===== src/rtl/seg_pkg.sv =====
// seg_pkg: shared seven-segment constants for the scan driver.
// Segment codes are active-low {g,f,e,d,c,b,a}; the decimal point is added by the driver.
package seg_pkg;

  localparam logic [6:0] SEG_0 = 7'h40;
  localparam logic [6:0] SEG_1 = 7'h79;
  localparam logic [6:0] SEG_2 = 7'h24;
  localparam logic [6:0] SEG_3 = 7'h30;
  localparam logic [6:0] SEG_4 = 7'h19;
  localparam logic [6:0] SEG_5 = 7'h12;
  localparam logic [6:0] SEG_6 = 7'h02;
  localparam logic [6:0] SEG_7 = 7'h78;
  localparam logic [6:0] SEG_8 = 7'h00;
  localparam logic [6:0] SEG_9 = 7'h10;
  localparam logic [6:0] SEG_A = 7'h08;
  localparam logic [6:0] SEG_B = 7'h03;
  localparam logic [6:0] SEG_C = 7'h46;
  localparam logic [6:0] SEG_D = 7'h21;
  localparam logic [6:0] SEG_E = 7'h06;
  localparam logic [6:0] SEG_F = 7'h0E;

  // Full LEDOUT byte with every segment and the dp dark.
  localparam logic [7:0] SEG_OFF = 8'hFF;

  // Bit positions inside LEDOUT = {dp,g,f,e,d,c,b,a}.
  localparam int SEG_BIT_DP = 7;
  localparam int SEG_BIT_G  = 6;
  localparam int SEG_BIT_F  = 5;
  localparam int SEG_BIT_E  = 4;
  localparam int SEG_BIT_D  = 3;
  localparam int SEG_BIT_C  = 2;
  localparam int SEG_BIT_B  = 1;
  localparam int SEG_BIT_A  = 0;

endpackage


===== src/rtl/seg_hex_decode.sv =====
// seg_hex_decode: combinational hex nibble to active-low {g..a} segment pattern.
module seg_hex_decode
  import seg_pkg::*;
(
  input  logic [3:0] nibble,
  output logic [6:0] seg
);

  // Plain lookup of the sixteen hex glyphs (lower-case b and d).
  always_comb begin
    seg = SEG_8;
    case (nibble)
      4'h0: seg = SEG_0;
      4'h1: seg = SEG_1;
      4'h2: seg = SEG_2;
      4'h3: seg = SEG_3;
      4'h4: seg = SEG_4;
      4'h5: seg = SEG_5;
      4'h6: seg = SEG_6;
      4'h7: seg = SEG_7;
      4'h8: seg = SEG_8;
      4'h9: seg = SEG_9;
      4'hA: seg = SEG_A;
      4'hB: seg = SEG_B;
      4'hC: seg = SEG_C;
      4'hD: seg = SEG_D;
      4'hE: seg = SEG_E;
      default: seg = SEG_F;
    endcase
  end

endmodule


===== src/rtl/seg_scan_driver.sv =====
// seg_scan_driver: N-digit multiplexed seven-segment driver with prescaler,
// PWM brightness, per-digit decimal points and double-buffered value loading.
// Optional feature: define SEG_LZ_BLANK_EN for leading-zero blanking.
module seg_scan_driver
  import seg_pkg::*;
#(
  parameter int DIGITS   = 4,
  parameter int CLK_HZ   = 100_000_000,
  parameter int SCAN_HZ  = 1000,
  parameter int BRIGHT_W = 3
)(
  input  logic                  clk,
  input  logic                  rst,
  input  logic [4*DIGITS-1:0]   value,
  input  logic [DIGITS-1:0]     dp_mask,
  input  logic                  load,
  input  logic [BRIGHT_W-1:0]   bright,
  input  logic                  enable,
  output logic                  load_ack,
  output logic                  frame_done,
  output logic [DIGITS-1:0]     LEDSEL,
  output logic [7:0]            LEDOUT
);

  localparam int PHASES = 1 << BRIGHT_W;
  localparam int DIV    = CLK_HZ / (SCAN_HZ * PHASES);
  localparam int DIV_W  = (DIV > 1) ? $clog2(DIV) : 1;
  localparam int IDX_W  = (DIGITS > 1) ? $clog2(DIGITS) : 1;
  localparam logic [DIV_W-1:0] DIV_LAST = DIV_W'(DIV - 1);
  localparam logic [IDX_W-1:0] IDX_LAST = IDX_W'(DIGITS - 1);

  logic [DIV_W-1:0]    div_cnt_reg;
  logic [BRIGHT_W-1:0] phase_reg;
  logic [IDX_W-1:0]    idx_reg;
  logic                tick;
  logic                phase_wrap;
  logic                boundary;

  logic [4*DIGITS-1:0] act_val_reg;
  logic [DIGITS-1:0]   act_dp_reg;
  logic [4*DIGITS-1:0] pend_val_reg;
  logic [DIGITS-1:0]   pend_dp_reg;
  logic                pend_flag_reg;
  logic                load_ack_reg;
  logic                frame_done_reg;

  logic [3:0]          act_nib [DIGITS];
  logic [DIGITS-1:0]   lz_blank;
  logic [6:0]          dec_seg;
  logic                lit;
  logic [DIGITS-1:0]   ledsel_next;
  logic [7:0]          ledout_next;
  logic [DIGITS-1:0]   ledsel_reg;
  logic [7:0]          ledout_reg;

  assign tick       = (div_cnt_reg == DIV_LAST);
  assign phase_wrap = tick && (phase_reg == '1);
  assign boundary   = phase_wrap && (idx_reg == IDX_LAST);

  // Prescaler, PWM phase and digit index; all free-run regardless of enable.
  always_ff @(posedge clk or negedge rst) begin
    if (!rst) begin
      div_cnt_reg <= '0;
      phase_reg   <= '0;
      idx_reg     <= '0;
    end else begin
      div_cnt_reg <= tick ? '0 : div_cnt_reg + 1'b1;
      if (tick)
        phase_reg <= phase_reg + 1'b1;
      if (phase_wrap)
        idx_reg <= (idx_reg == IDX_LAST) ? '0 : idx_reg + 1'b1;
    end
  end

  // Pending/active buffers: commit only on the frame boundary so a frame is never torn.
  // A load on the boundary cycle itself lands in pending and waits for the next boundary.
  always_ff @(posedge clk or negedge rst) begin
    if (!rst) begin
      act_val_reg    <= '0;
      act_dp_reg     <= '0;
      pend_val_reg   <= '0;
      pend_dp_reg    <= '0;
      pend_flag_reg  <= 1'b0;
      load_ack_reg   <= 1'b0;
      frame_done_reg <= 1'b0;
    end else begin
      if (boundary && pend_flag_reg) begin
        act_val_reg <= pend_val_reg;
        act_dp_reg  <= pend_dp_reg;
      end
      if (load) begin
        pend_val_reg  <= value;
        pend_dp_reg   <= dp_mask;
        pend_flag_reg <= 1'b1;
      end else if (boundary) begin
        pend_flag_reg <= 1'b0;
      end
      load_ack_reg   <= boundary && pend_flag_reg;
      frame_done_reg <= boundary;
    end
  end

  genvar gi;
  generate
    for (gi = 0; gi < DIGITS; gi++) begin : g_nib
      assign act_nib[gi] = act_val_reg[4*gi +: 4];
    end
  endgenerate

`ifdef SEG_LZ_BLANK_EN
  // Digit k>0 goes dark when it and every digit to its left are zero with no dp.
  assign lz_blank[0] = 1'b0;
  generate
    for (gi = 1; gi < DIGITS; gi++) begin : g_lz
      assign lz_blank[gi] = (act_val_reg[4*DIGITS-1:4*gi] == '0) && !act_dp_reg[gi];
    end
  endgenerate
`else
  assign lz_blank = '0;
`endif

  seg_hex_decode u_dec (
    .nibble (act_nib[idx_reg]),
    .seg    (dec_seg)
  );

  // Next select/segment pair derived from the current counter and buffer state.
  always_comb begin
    lit         = enable && (phase_reg <= bright);
    ledsel_next = '1;
    ledout_next = SEG_OFF;
    if (lit) begin
      ledsel_next = ~(DIGITS'(1) << idx_reg);
      if (!lz_blank[idx_reg])
        ledout_next = {~act_dp_reg[idx_reg], dec_seg};
    end
  end

  // Select and segments share one register stage so they always switch together.
  always_ff @(posedge clk or negedge rst) begin
    if (!rst) begin
      ledsel_reg <= '1;
      ledout_reg <= SEG_OFF;
    end else begin
      ledsel_reg <= ledsel_next;
      ledout_reg <= ledout_next;
    end
  end

  assign LEDSEL     = ledsel_reg;
  assign LEDOUT     = ledout_reg;
  assign load_ack   = load_ack_reg;
  assign frame_done = frame_done_reg;

endmodule


===== config.mk =====
export PLATFORM = sky130hd
export DESIGN_NAME = seg_scan_driver
export DESIGN_NICKNAME = d
export VERILOG_FILES = /design/src/rtl/seg_pkg.sv /design/src/rtl/seg_hex_decode.sv /design/src/rtl/seg_scan_driver.sv
export SDC_FILE = /design/constraint.sdc
export NUM_CORES = 1
export LEC_CHECK = 0
export CORE_MARGIN = 3
export CORE_UTILIZATION = 50
export CTS_CLUSTER_DIAMETER = 40
export DETAILED_ROUTE_END_ITERATION = 8
export GPL_TIMING_DRIVEN = 0
export PLACE_DENSITY = 0.72
export SYNTH_ARGS = -nofsm -noshare
export SYNTH_HDL_FRONTEND = slang
export SYNTH_HIERARCHICAL = 1
export SYNTH_SLANG_ARGS = --single-unit

===== constraint.sdc =====
create_clock -name clk -period 2.7 [get_ports clk]
set_input_delay 0.27 -clock clk [delete_from_list [all_inputs] [get_ports clk]]
set_output_delay 0.27 -clock clk [all_outputs]
set_load 0.1 [all_outputs]

==> results.tsv <==
metric	value	unit
Syn Inst Count	254	
CTS buffer count	9	
layout cells sized above 1	28.4	%
vias per cell	5.16	
CP required	2.98	ns
#FFs+latches synth	74	
Pleak	1.84	nW
Clock Skew	0.0118	ns
crit start category	register	
overall routing resource usage	15.5	%
CP max-delay cell	mux4_2	
Post-DRT Antenna Nets	0	
gr ovfl total	0	
Largest delay share family, worst path	simple AND/OR/NAND/NOR gates	
routability cong.	0.842	
Reg area	1870	µm²
vias after detailed routing	2078	
post-synthesis sequential area ratio	53.0	%
highest-count cells in the layout ignoring fill and taps	dfrtp_1 (62), clkdlybuf4s50_1 (39), mux2_2 (25)	
router iterations before antenna repair	4	
DR WL/cell	14.5	µm
Comb power frac	8.0	%
Synthesis Warnings	6	
total of max-cap violations	0	
Placed Instances	387	
Inserted Diodes	0	
vias in the first global route	2092	
Net Sw Power	0.502	mW
first-pass GRT wire length	9890	µm
clock sink total	74	
largest net degree at the start of global routing	75	
antenna violations before repair	0	
Post-Route WL	5860	µm
status	finished, final reports clean	
Area after DPL	4040	µm²
RSZ-0062 raised after global routing	no	
Final setup viols	0	
Reg power frac	53.0	%
Final Cell Area	4240	µm²
Rows	29	
area of the multi-input gates	1530	µm²
Worst Path Max Fanout	8	
pre-CTS setup slack	-0.105	ns
Mean Syn Cell Area	13.9	µm²
commonest non-fill, non-tap cell in the layout	dfrtp_1	
Post CTS Setup Buffer Count	0	
Worst-path clk slew	0.07	ns
hpwl dp	4030	µm
Synth top area share	44.0	%
Worst Max-Slew Pin Slew	0.964	ns
IO Port Bufs	40	
Layout area overhead	20.3	%
fmax	0.395	GHz
Fill cells	523	
max-slew violations	0	
post-synthesis instance area	3520	µm²
die height	90.0	µm
largest area contributor in the netlist	dfrtp_1	
Worst VDD drop	324	µV
Crit path arrival time	2.81	ns
Initial Util	53.4	%
Final nets	349	
Setup WS post-layout	0.171	ns
CTS tree	done	
Die Area	8090	µm²
DR iter-0 viols	92	
Synth cell types	38	
maximum clock path buffer count	2	
slew margin rel.	35.5	%
Finished Core Util	64.2	%
Internal Power	1.70	mW
root buffer cell	clkbuf_8	
Critical Path End Type	register	
setup TNS	0	ns
Max stage delay on crit path	0.61	ns
H-tree levels	3	
Synth area leaders	dfrtp_1 (44%), dfstp_2 (8.9%), mux2_4 (8.5%), mux2_2 (8.0%), ha_1 (6.0%)	
Die Wd	90.0	µm
Switching Share	22.8	%
Final Hold Viols	0	
CP cell instances	buf_2 > mux4_2 > inv_1 > ha_1 > and2b_2 > or3b_1 > o21ai_0 > nand3b_1	
Pwr per Cell Area	520	nW/µm²
Tmin final	2.53	ns
Final period util	93.6	%
Hold Crit Class	in -> async	
Syn Nets	298	
clk_lat worst skew	0.34	ns
Worst Path Buf+Inv	2	
kind of critical path	reg -> reg	
IO Pins	41	
Residual DRC	0	
non-filler cells, final	403	
Clk pwr share	39.0	%
Core ar.	6600	µm²
[power by group through the flow]
stage	sequential (mW)	clock, mW	combinational [mW]
2_1_floorplan	1.24	0	0.0473
4_1_cts	1.17	0.886	0.179
3_5_place_dp	1.19	0	0.179
6_report	1.17	0.860	0.176
5_1_grt	1.17	0.938	0.188
3_3_place_gp	1.19	0	0.176
[metal layers]
layer	track usage (%)	vias up	wire length (µm)
met5	0	-	0
met4	6.89	0	117
met3	4.42	11	266
met2	24.0	44	2660
met1	20.5	1016	2810
li1	-	1007	-
[what timing repair did]
action | CTS | global route
hold buffers | 0 | 0
gates resized for setup | 1 | 1
endpoints found under the setup margin | 1 | 1
[final timing paths]
check | startpoint | endpoint | slack (ns) | depth (start not counted)
max | idx_reg[0] | LEDOUT[0] | 0.17 | 8
min | rst | pend_val_reg[6] | 0.05 | 1
max reg2reg | idx_reg[0] | LEDOUT[0] | 0.17 | 8
min reg2reg | div_cnt_reg[0] | div_cnt_reg[0] | 0.48 | 1
max in group asynchronous | rst | div_cnt_reg[6] | 2.06 | 1
min in group clk | div_cnt_reg[0] | div_cnt_reg[0] | 0.48 | 1
[cells by family after synthesis]
family | share of synthesized area, %
buf+inv | 3.69
simple gates | 10.7
mux | 21.6
xor+xnor | 3.23
fa+ha+maj | 6.03
compound gates | 1.77
flops | 53.0
[stage by stage]
stage                     power [mW]  hold WS [ns]
after floorplan                 1.28       -0.0256
after global placement          1.36         0.465
after detailed placement        1.37         0.463
after CTS                       2.23        0.0817
after global routing            2.30         0.124
final                           2.20        0.0543
[cell usage after synthesis (all sizes together)]
cell type	count
a21o	1
a21oi	1
a22o	2
a32o	1
and2b	1
and3	1
and4	5
and4b	1
and4bb	1
buf	7
clkbuf	6
dfrtp	62
dfstp	12
ha	17
inv	8
mux2	45
mux2i	4
mux4	6
nand2	7
nand3	14
nand3b	7
nand4	4
nor2	16
nor2b	2
nor3	2
nor4b	1
nor4bb	1
o21a	1
o21ai	3
or3b	1
or4b	1
xnor2	7
xor2	6
[cell type report]
type	count	area share [%]
clock inverter	3	0.945
timing repair buffer	40	9.39
tap	93	2.74
clock buffer	13	3.75
sequential	74	44.0
multi-input combinational	159	36.0
inverter	8	0.708
buffer	13	2.39
No activity file was read; power rests on OpenSTA's default activity.
